===== src/rtl/alu_regfile_if.sv =====
// Single-port register bus between a host (master) and alu_regfile (slave).
interface alu_regfile_if #(
    parameter int unsigned DATA_WIDTH = 8,
    parameter int unsigned ADDR_WIDTH = 3
);
    logic                  enable;
    logic                  rd_wr;
    logic [ADDR_WIDTH-1:0] addr;
    logic [DATA_WIDTH-1:0] wr_data;
    logic [DATA_WIDTH-1:0] rd_data;

    modport master (
        output enable,
        output rd_wr,
        output addr,
        output wr_data,
        input  rd_data
    );

    modport slave (
        input  enable,
        input  rd_wr,
        input  addr,
        input  wr_data,
        output rd_data
    );
endinterface


===== src/rtl/alu_regfile.sv =====
// Memory-mapped ALU with start/busy/done handshake, restoring divider and sticky flags.
// Optional completion interrupt enabled by defining ALU_REGFILE_IRQ_EN.
module alu_regfile #(
    parameter int unsigned DATA_WIDTH = 8,
    parameter int unsigned ADDR_WIDTH = 3
) (
    input  logic                    clk,
    input  logic                    rst,
    alu_regfile_if.slave            bus,
    output logic [2*DATA_WIDTH-1:0] res_out,
    output logic                    busy,
    output logic                    done,
    output logic                    irq
);
    localparam int unsigned CntW = $clog2(DATA_WIDTH);

    localparam logic [ADDR_WIDTH-1:0] AddrOpa    = ADDR_WIDTH'(0);
    localparam logic [ADDR_WIDTH-1:0] AddrOpb    = ADDR_WIDTH'(1);
    localparam logic [ADDR_WIDTH-1:0] AddrOper   = ADDR_WIDTH'(2);
    localparam logic [ADDR_WIDTH-1:0] AddrCtrl   = ADDR_WIDTH'(3);
    localparam logic [ADDR_WIDTH-1:0] AddrStatus = ADDR_WIDTH'(4);
    localparam logic [ADDR_WIDTH-1:0] AddrResLo  = ADDR_WIDTH'(5);
    localparam logic [ADDR_WIDTH-1:0] AddrResHi  = ADDR_WIDTH'(6);

    typedef enum logic [1:0] {StIdle, StExec, StDiv} state_e;

    state_e                  state_q, state_d;
    logic [DATA_WIDTH-1:0]   opa_q, opa_d;
    logic [DATA_WIDTH-1:0]   opb_q, opb_d;
    logic [2:0]              oper_q, oper_d;
    logic [DATA_WIDTH-1:0]   a_q, a_d;
    logic [DATA_WIDTH-1:0]   b_q, b_d;
    logic [2:0]              op_q, op_d;
    logic [DATA_WIDTH-1:0]   rem_q, rem_d;
    logic [DATA_WIDTH-1:0]   quo_q, quo_d;
    logic [CntW-1:0]         cnt_q, cnt_d;
    logic [2*DATA_WIDTH-1:0] res_q, res_d;
    logic                    done_q, done_d;
    logic                    div0_q, div0_d;
    logic                    err_q, err_d;
    logic [DATA_WIDTH-1:0]   rd_data_q, rd_data_d;
    logic                    irq_en;

    logic                    wr, rd, start_req;
    logic [2*DATA_WIDTH-1:0] a_ext, b_ext, exec_res;
    logic [DATA_WIDTH:0]     rem_shift, rem_sub;
    logic                    q_bit;
    logic [DATA_WIDTH-1:0]   rem_next, quo_next;

    assign busy        = (state_q != StIdle);
    assign done        = done_q;
    assign res_out     = res_q;
    assign bus.rd_data = rd_data_q;

    assign wr        = bus.enable && !bus.rd_wr;
    assign rd        = bus.enable && bus.rd_wr;
    assign start_req = wr && (bus.addr == AddrCtrl) && bus.wr_data[0];

    assign a_ext = {{DATA_WIDTH{1'b0}}, a_q};
    assign b_ext = {{DATA_WIDTH{1'b0}}, b_q};

    always_comb begin
        exec_res = '0;
        case (op_q)
            3'd1:    exec_res = a_ext + b_ext;
            3'd2:    exec_res = a_ext - b_ext;
            3'd3:    exec_res = a_ext * b_ext;
            default: exec_res = '0;
        endcase
    end

    // One restoring step: shift in the next dividend bit, subtract if it fits.
    assign rem_shift = {rem_q, quo_q[DATA_WIDTH-1]};
    assign rem_sub   = rem_shift - {1'b0, b_q};
    assign q_bit     = (rem_shift >= {1'b0, b_q});
    assign rem_next  = q_bit ? rem_sub[DATA_WIDTH-1:0] : rem_shift[DATA_WIDTH-1:0];
    assign quo_next  = {quo_q[DATA_WIDTH-2:0], q_bit};

    always_comb begin
        state_d   = state_q;
        opa_d     = opa_q;
        opb_d     = opb_q;
        oper_d    = oper_q;
        a_d       = a_q;
        b_d       = b_q;
        op_d      = op_q;
        rem_d     = rem_q;
        quo_d     = quo_q;
        cnt_d     = cnt_q;
        res_d     = res_q;
        done_d    = done_q;
        div0_d    = div0_q;
        err_d     = err_q;
        rd_data_d = rd_data_q;

        if (wr) begin
            case (bus.addr)
                AddrOpa:  opa_d  = bus.wr_data;
                AddrOpb:  opb_d  = bus.wr_data;
                AddrOper: oper_d = bus.wr_data[2:0];
                AddrStatus: begin
                    if (bus.wr_data[1]) done_d = 1'b0;
                    if (bus.wr_data[2]) div0_d = 1'b0;
                    if (bus.wr_data[3]) err_d  = 1'b0;
                end
                default: ;
            endcase
        end

        if (rd) begin
            case (bus.addr)
                AddrOpa:    rd_data_d = opa_q;
                AddrOpb:    rd_data_d = opb_q;
                AddrOper:   rd_data_d = DATA_WIDTH'(oper_q);
                AddrCtrl:   rd_data_d = DATA_WIDTH'({irq_en, 1'b0});
                AddrStatus: rd_data_d = DATA_WIDTH'({err_q, div0_q, done_q, busy});
                AddrResLo:  rd_data_d = res_q[DATA_WIDTH-1:0];
                AddrResHi:  rd_data_d = res_q[2*DATA_WIDTH-1:DATA_WIDTH];
                default:    rd_data_d = '0;
            endcase
        end

        // Completion sets are applied after W1C so a same-edge set wins.
        case (state_q)
            StIdle: begin
                if (start_req) begin
                    a_d     = opa_q;
                    b_d     = opb_q;
                    op_d    = oper_q;
                    rem_d   = '0;
                    quo_d   = opa_q;
                    cnt_d   = '0;
                    done_d  = 1'b0;
                    div0_d  = 1'b0;
                    err_d   = 1'b0;
                    state_d = (oper_q == 3'd4) ? StDiv : StExec;
                end
            end
            StExec: begin
                done_d  = 1'b1;
                state_d = StIdle;
                if (op_q >= 3'd5) begin
                    err_d = 1'b1;
                end else begin
                    res_d = exec_res;
                end
            end
            StDiv: begin
                rem_d = rem_next;
                quo_d = quo_next;
                cnt_d = cnt_q + CntW'(1);
                if (cnt_q == CntW'(DATA_WIDTH - 1)) begin
                    done_d  = 1'b1;
                    state_d = StIdle;
                    if (b_q == '0) begin
                        div0_d = 1'b1;
                        res_d  = {a_q, {DATA_WIDTH{1'b1}}};
                    end else begin
                        res_d = {rem_next, quo_next};
                    end
                end
            end
            default: state_d = StIdle;
        endcase

        if (start_req && busy) err_d = 1'b1;
    end

    always_ff @(posedge clk or posedge rst) begin
        if (rst) begin
            state_q   <= StIdle;
            opa_q     <= '0;
            opb_q     <= '0;
            oper_q    <= '0;
            a_q       <= '0;
            b_q       <= '0;
            op_q      <= '0;
            rem_q     <= '0;
            quo_q     <= '0;
            cnt_q     <= '0;
            res_q     <= '0;
            done_q    <= 1'b0;
            div0_q    <= 1'b0;
            err_q     <= 1'b0;
            rd_data_q <= '0;
        end else begin
            state_q   <= state_d;
            opa_q     <= opa_d;
            opb_q     <= opb_d;
            oper_q    <= oper_d;
            a_q       <= a_d;
            b_q       <= b_d;
            op_q      <= op_d;
            rem_q     <= rem_d;
            quo_q     <= quo_d;
            cnt_q     <= cnt_d;
            res_q     <= res_d;
            done_q    <= done_d;
            div0_q    <= div0_d;
            err_q     <= err_d;
            rd_data_q <= rd_data_d;
        end
    end

`ifdef ALU_REGFILE_IRQ_EN
    logic irq_en_q, irq_en_d;
    logic irq_q;

    always_comb begin
        irq_en_d = irq_en_q;
        if (wr && (bus.addr == AddrCtrl)) irq_en_d = bus.wr_data[1];
    end

    // irq follows done by one cycle, including when done is cleared.
    always_ff @(posedge clk or posedge rst) begin
        if (rst) begin
            irq_en_q <= 1'b0;
            irq_q    <= 1'b0;
        end else begin
            irq_en_q <= irq_en_d;
            irq_q    <= irq_en_q & done_q;
        end
    end

    assign irq_en = irq_en_q;
    assign irq    = irq_q;
`else
    assign irq_en = 1'b0;
    assign irq    = 1'b0;
`endif

endmodule


===== src/flat_wrapper.sv =====
// flat-port wrapper written by rule: the top's interface ports become plain ports
module alu_regfile_flat 
#(
    parameter int unsigned DATA_WIDTH = 8,
    parameter int unsigned ADDR_WIDTH = 3
)
  (clk, rst, res_out, busy, done, irq, bus_enable, bus_rd_wr, bus_addr, bus_wr_data, bus_rd_data);
  alu_regfile_if #(.DATA_WIDTH(DATA_WIDTH), .ADDR_WIDTH(ADDR_WIDTH)) bus_i ();
  input  logic clk;
  input  logic rst;
  output logic [2*DATA_WIDTH-1:0] res_out;
  output logic busy;
  output logic done;
  output logic irq;
  input wire logic [$bits(bus_i.enable)-1:0] bus_enable;
  input wire logic [$bits(bus_i.rd_wr)-1:0] bus_rd_wr;
  input wire logic [$bits(bus_i.addr)-1:0] bus_addr;
  input wire logic [$bits(bus_i.wr_data)-1:0] bus_wr_data;
  output wire logic [$bits(bus_i.rd_data)-1:0] bus_rd_data;
  assign bus_i.enable = bus_enable;
  assign bus_i.rd_wr = bus_rd_wr;
  assign bus_i.addr = bus_addr;
  assign bus_i.wr_data = bus_wr_data;
  assign bus_rd_data = bus_i.rd_data;
  alu_regfile #(.DATA_WIDTH(DATA_WIDTH), .ADDR_WIDTH(ADDR_WIDTH)) u_core (.clk(clk), .rst(rst), .bus(bus_i), .res_out(res_out), .busy(busy), .done(done), .irq(irq));
endmodule

===== config.mk =====
export PLATFORM = sky130hd
export DESIGN_NAME = alu_regfile_flat
export DESIGN_NICKNAME = d
export VERILOG_FILES = /design/src/rtl/alu_regfile_if.sv /design/src/rtl/alu_regfile.sv /design/src/flat_wrapper.sv
export SDC_FILE = /design/constraint.sdc
export NUM_CORES = 1
export LEC_CHECK = 0
export CAP_MARGIN = 40
export CORE_UTILIZATION = 55
export CTS_BUF_LIST = sky130_fd_sc_hd__clkbuf_16
export DETAILED_ROUTE_END_ITERATION = 12
export PLACE_DENSITY = 0.74
export SLEW_MARGIN = 40
export SYNTH_ARGS = -nofsm -noshare
export SYNTH_HDL_FRONTEND = slang
export SYNTH_SLANG_ARGS = --single-unit
export TNS_END_PERCENT = 30

===== constraint.sdc =====
create_clock -name clk -period 5.31 [get_ports clk]
set_input_delay 0.7965 -clock clk [delete_from_list [all_inputs] [get_ports clk]]
set_output_delay 0.7965 -clock clk [all_outputs]
set_load 0.1 [all_outputs]

# After elaboration in Yosys (flattened, before gate mapping)
# Index checks and enable logic that the tools add are counted.
# totals
regBits,86
output_inout_bits,27
# classes
addsub,4
multipliers,1
magnitude_cmp,2
eq_ne,16
muxes,37
n_reduce_logical,19
# op_table
operator,n
2-to-1 mux 16 bit,3
case mux 16 bit (3 select lines),1
case mux 8 bit (6 select lines),1
case mux 16 bit (2 select lines),1
case mux 8 bit (2 select lines),2
2-to-1 mux 8 bit,3
2-to-1 mux 1 bit,17
multiplier 8 x 8 -> 16 bit,1
== test 3 bit (second input constant),5
== test 3 x 2 -> 1 bit (second input constant),4
AND reduction 2 bit,6
adder 8 x 8 -> 9 bit,1
greater-or-equal comparator 9 x 8 -> 1 bit,1
subtractor 8 x 8 -> 9 bit,1
zero test 8 bit,1
subtractor 8 bit,1
== test 3 x 1 -> 1 bit (second input constant),2
2-to-1 mux 2 bit,3
case mux 3 bit (2 select lines),1
nonzero test 2 bit,3
logical AND 1 bit,5
!= test 2 x 1 -> 1 bit (second input constant),2
case mux 1 bit (2 select lines),2
case mux 2 bit (2 select lines),1
11 further kinds,11

# Longest topological paths before layout
# depth
ltp_word,7
depth_mapped,19
depth_no_buf,18

# Worst setup path before layout
# OpenSTA, ideal clock, no wires.
# synth_path
path_type,register to register
startpoint,register u_core.a_q[1]
endpoint,register u_core.res_q[11] (netlist: u_core.res_out[11])
arrival_time_ns,4.380
required_ns,5.243
slack_ns,0.863
path_stages_with_launch,17
path_cell_list,dfrtp_1 nand2_1 fa_1 fa_1 inv_1 fa_1 inv_1 fa_1 inv_1 ha_1 a211o_1 a31o_2 a41oi_1 xnor2_1 a21oi_1 o221ai_1 o21a_1
# synth_via
elab_chain_len,4
# synth_rtl
element,line_no,rtl
start: declaration,alu_regfile.sv:31,"logic [DATA_WIDTH-1:0] a_q, a_d;"
start signal: assignment,alu_regfile.sv:175,a_q <= '0;
start signal: assignment,alu_regfile.sv:191,a_q <= a_d;
multiplier 8 x 8 -> 16 bit or subtractor 8 x 8 -> 9 bit (tied branches),"alu_regfile.sv:67, alu_regfile.sv:66",
case mux 16 bit (3 select lines) *,alu_regfile.sv:64,case (op_q)
2-to-1 mux 16 bit *,alu_regfile.sv:142,if (op_q >= 3'd5) begin
case mux 16 bit (2 select lines) *,alu_regfile.sv:124,case (state_q)
end signal: assignment,alu_regfile.sv:197,res_q <= res_d;
end: declaration,alu_regfile.sv:37,"logic [2*DATA_WIDTH-1:0] res_q, res_d;"
# Every way passes the cells marked *; elsewhere a longest branch is shown, timed or not. The select of a mux whose other input is x is not followed.
# A chain may end at the register's enable or synchronous reset.

# Final worst setup path
# layout_path
startpoint,register u_core.b_q[7]
endpoint,register u_core.res_q[11] (netlist: u_core.res_out[11])
# layout_via
elab_chain_len,5
# layout_rtl
element,line_no,rtl
start: declaration,alu_regfile.sv:32,"logic [DATA_WIDTH-1:0] b_q, b_d;"
start signal: assignment,alu_regfile.sv:176,b_q <= '0;
start signal: assignment,alu_regfile.sv:192,b_q <= b_d;
branches (longest 4 deep; another with multiplier 8 x 8 -> 16 bit),-,
case mux 16 bit (2 select lines) *,alu_regfile.sv:124,
# Mark *: on every way between the ends. The select of a mux whose other input is x is not followed.

==> flow_metrics.tcl <==
set metrics [dict create \
    p_seq_frac 0.297 \
    cts_tree "built" \
    switching_share 0.527 \
    syn_nets 881 \
    total_power_w 0.00380 \
    cts_buffer_depth 2 \
    ir_drop_mv 0.343 \
    clock_latency_ns 0.35 \
    vias_per_cell 6.13 \
    cp_data_arrival_time_ns 5.04 \
    cts.reportedPaths.clkPinSlew_ns 0.07 \
    hold_start "u_core.bus.rd_data[2]$_DFFE_PP0P_" \
    crit_path_end_kind "flip-flop" \
    async_flop_share 1.00 \
    cp_data_required_time_ns 5.59 \
    multi_input_area_um2 4670 \
    fin_crit_ns 4.76 \
    n_fill_cell 1111 \
    grt_pass1_vias 5779 \
    grtUsageMet3 0.0514 \
    drive_above_1_share 0.136 \
    timing.final.crit_share 0.896 \
    ys.flop_type "dfrtp_1" \
    cts_sinks 86 \
    cpMaxStageDelayCell "fa_1" \
    ant_nets 0 \
    drtIter0Drc 473 \
    antenna_found_initial 0 \
    r2r_cells 16 \
    top_usage_layer "met2" \
    drcViolationCount 0 \
    startpoint_type "flip-flop" \
    rsz0062_at_grt "no" \
    cpPeakStageDelay_ns 0.55 \
    power.leakage_nw 3.90 \
    htree_levels 3 \
    hold_path_depth 2 \
    grt_pass1_wl_um 31500 \
    io_pins 42 \
    maxCapViolCount 0 \
    grt-ovfl-total 0 \
    fp.dieH_um 117 \
    yosysTopAreaCellShare 0.297 \
    synth_warnings 0 \
    yosysUniqueCellTypes 63 \
    combPwrFrac 0.542 \
    post_cts_resized 0 \
    rows 41 \
    synth_seq_cells 86 \
    fp.dieW_um 117 \
    root_buffer "clkbuf_16" \
    syn_area_um2 7240 \
    hpwlAfterDp_um 15700 \
    postCtsSetupRepairBufs 0 \
    hold_buffers 0 \
    setup_viol 0 \
    hold_ws_ns 0.483 \
    crit_fanout 11 \
    tns_ns 0 \
    place_inst 951 \
    grtUsageMet2 0.482 \
    synth_edf_count 0 \
    initial_utilization 0.569 \
    critPathKind "flip-flop to flip-flop" \
    hp-class "flip-flop to flip-flop" \
    dr_total_vias 5923 \
    nets 910 \
    gr-usage-met1 0.446 \
    slew_viol_final 0 \
    clock.fmax_mhz 210 \
    io_buffers 40 \
    power_density_nw_per_um2 480 \
    intPower_w 0.00180 \
    r2r_setup_slack_ns 0.55 \
    p_switching_w 0.00200 \
    avgSynthCellArea_um2 9.51 \
    r2r_end "u_core.res_out[11]$_DFFE_PP0P_" \
    layout.cells.non_filler 967 \
    postLayoutCoreUtil 0.623 \
    hold_viol 0 \
    cts_inserted_buffers 9 \
    synth_top_area_cell "dfrtp_1" \
    wirelength_um 19900 \
    skew_ns 0.00748 \
    postSynthCellCount 761 \
    r2r-start "u_core.b_q[7]$_DFFE_PP0P_" \
    clockPowerShare 0.161 \
    synth_area_leaders "dfrtp_1, ha_1, fa_1" \
    first_pass_iters 5 \
    grt_max_degree 45 \
    gp_congestion 0.960 \
    track_usage 0.315 \
    cpMostUsedCell "fa_1" \
    diodes 0 \
    ys_seq_area_frac 0.297 \
    core_area_um2 12700 \
    synthToLayoutAreaGrowth_pct 9.38 \
    tightest_slew_ns 0.851 \
    path_cells "nand2_1, fa_1, fa_1, inv_1, fa_1, inv_1, fa_1, inv_1, ha_1, a211o_1, a31o_2, a41oi_1, xnor2_1, a21oi_1, o221ai_1, o21a_1" \
    die-area_um2 13600 \
    status "completed" \
    hold_end "u_core.bus.rd_data[2]$_DFFE_PP0P_" \
    seqCellArea_um2 2150 \
    wl_per_cell_um 20.6 \
    slew_headroom 0.433 \
]
-- layout make-up --
type                       instances  area share
sequential                        86       0.272
inverter                          76      0.0363
clock inverter                     7     0.00727
clock buffer                       9      0.0284
multi-input combinational        572       0.590
timing repair buffer              45      0.0389
tap                              172      0.0272
-- cells by family after synthesis --
group,after synthesis,synth area share
flip-flops,86,0.297
XOR/XNOR,26,0.0315
buffers and inverters,103,0.0577
AO/OA/AOI/OAI,179,0.163
AND/OR/NAND/NOR,203,0.137
other,1,0.000518
multiplexers,58,0.0912
adder cells (fa/ha/maj),105,0.222
-- power groups by stage --
stage                     registers [W]  logic, W  clock network [W]
after floorplan                 0.00154   0.00112                  0
after global placement          0.00112   0.00209                  0
after detailed placement        0.00113   0.00205                  0
after CTS                       0.00112   0.00205           0.000617
after global routing            0.00114   0.00223           0.000640
final                           0.00113   0.00206           0.000612
-- worst max-delay path: cells and delay by family (launching register included) --
kind	cells	cell delay, ns
adders and majority gates	5	2.49
xor gates and xnor gates	1	0.15
DFF	1	0.54
and+or+nand+nor	1	0.13
AOI/OAI and AO/OA	6	1.24
buffers and inverters	3	0.14
-- cell usage in the layout (no fill, tap or decap), types with 9 or more instances in the layout --
master and count:
inv_1 74, mux2i_1 12, buf_2 26, dfrtp_1 86
ha_1 66, a21o_1 13, o21ai_0 41, a21oi_1 37
nor2_1 57, xnor2_1 18, nand2_1 59, nand3_1 14
and2_1 40, o22ai_1 10, fa_1 39, o22a_1 9
mux2_2 44, clkdlybuf4s50_1 14, clkbuf_16 9
-- Yosys cell counts (5+ instances only) --
cell / n
a221oi_1: 7
ha_1: 66
dfrtp_1: 86
nand2b_1: 6
o22ai_1: 10
a31oi_1: 7
inv_1: 75
o21ai_0: 42
nand4_1: 5
a22oi_1: 5
a21o_1: 13
nor2_1: 57
nand2_1: 59
mux2_2: 44
clkbuf_1: 18
nand3_1: 14
xor2_1: 8
xnor2_1: 18
o22a_1: 9
and2_1: 40
a21oi_1: 37
fa_1: 39
o211ai_1: 6
mux2i_1: 12
-- how the worst max path moves through the flow --
stage / start / to / depth (start not counted)
2_1_floorplan: u_core.a_q[1]$_DFFE_PP0P_ / u_core.res_out[11]$_DFFE_PP0P_ / 16
4_1_cts: u_core.b_q[7]$_DFFE_PP0P_ / u_core.res_out[11]$_DFFE_PP0P_ / 16
3_3_place_gp: u_core.b_q[7]$_DFFE_PP0P_ / u_core.res_out[11]$_DFFE_PP0P_ / 16
6_report: u_core.b_q[7]$_DFFE_PP0P_ / u_core.res_out[11]$_DFFE_PP0P_ / 16
3_5_place_dp: u_core.b_q[7]$_DFFE_PP0P_ / u_core.res_out[11]$_DFFE_PP0P_ / 16
5_1_grt: u_core.b_q[7]$_DFFE_PP0P_ / u_core.res_out[11]$_DFFE_PP0P_ / 16
-- flip-flops by register name (all words and copies together), names as in the netlist, 3 cells and up --
signal              cells
u_core.a_q              8
u_core.b_q              8
u_core.bus.rd_data      8
u_core.cnt_q            3
u_core.op_q             3
u_core.opa_q            8
u_core.opb_q            8
u_core.oper_q           3
u_core.quo_q            8
u_core.rem_q            8
u_core.res_out         16
-- through the flow --
stage,cell area (µm²),worst slack (ns)
detailed placement,7640,0.598
finish,7920,0.554
global route,7920,0.319
CTS,7920,0.567
floorplan,7240,0.863
global placement,7760,0.692
-- layer usage --
layer  vias to the layer above  routed length, µm
met5                         -                  0
met4                         0                751
met3                        40               1380
met2                       240               9080
met1                      2935               8670
li1                       2708                  -
No activity file was read; power rests on OpenSTA's default activity.
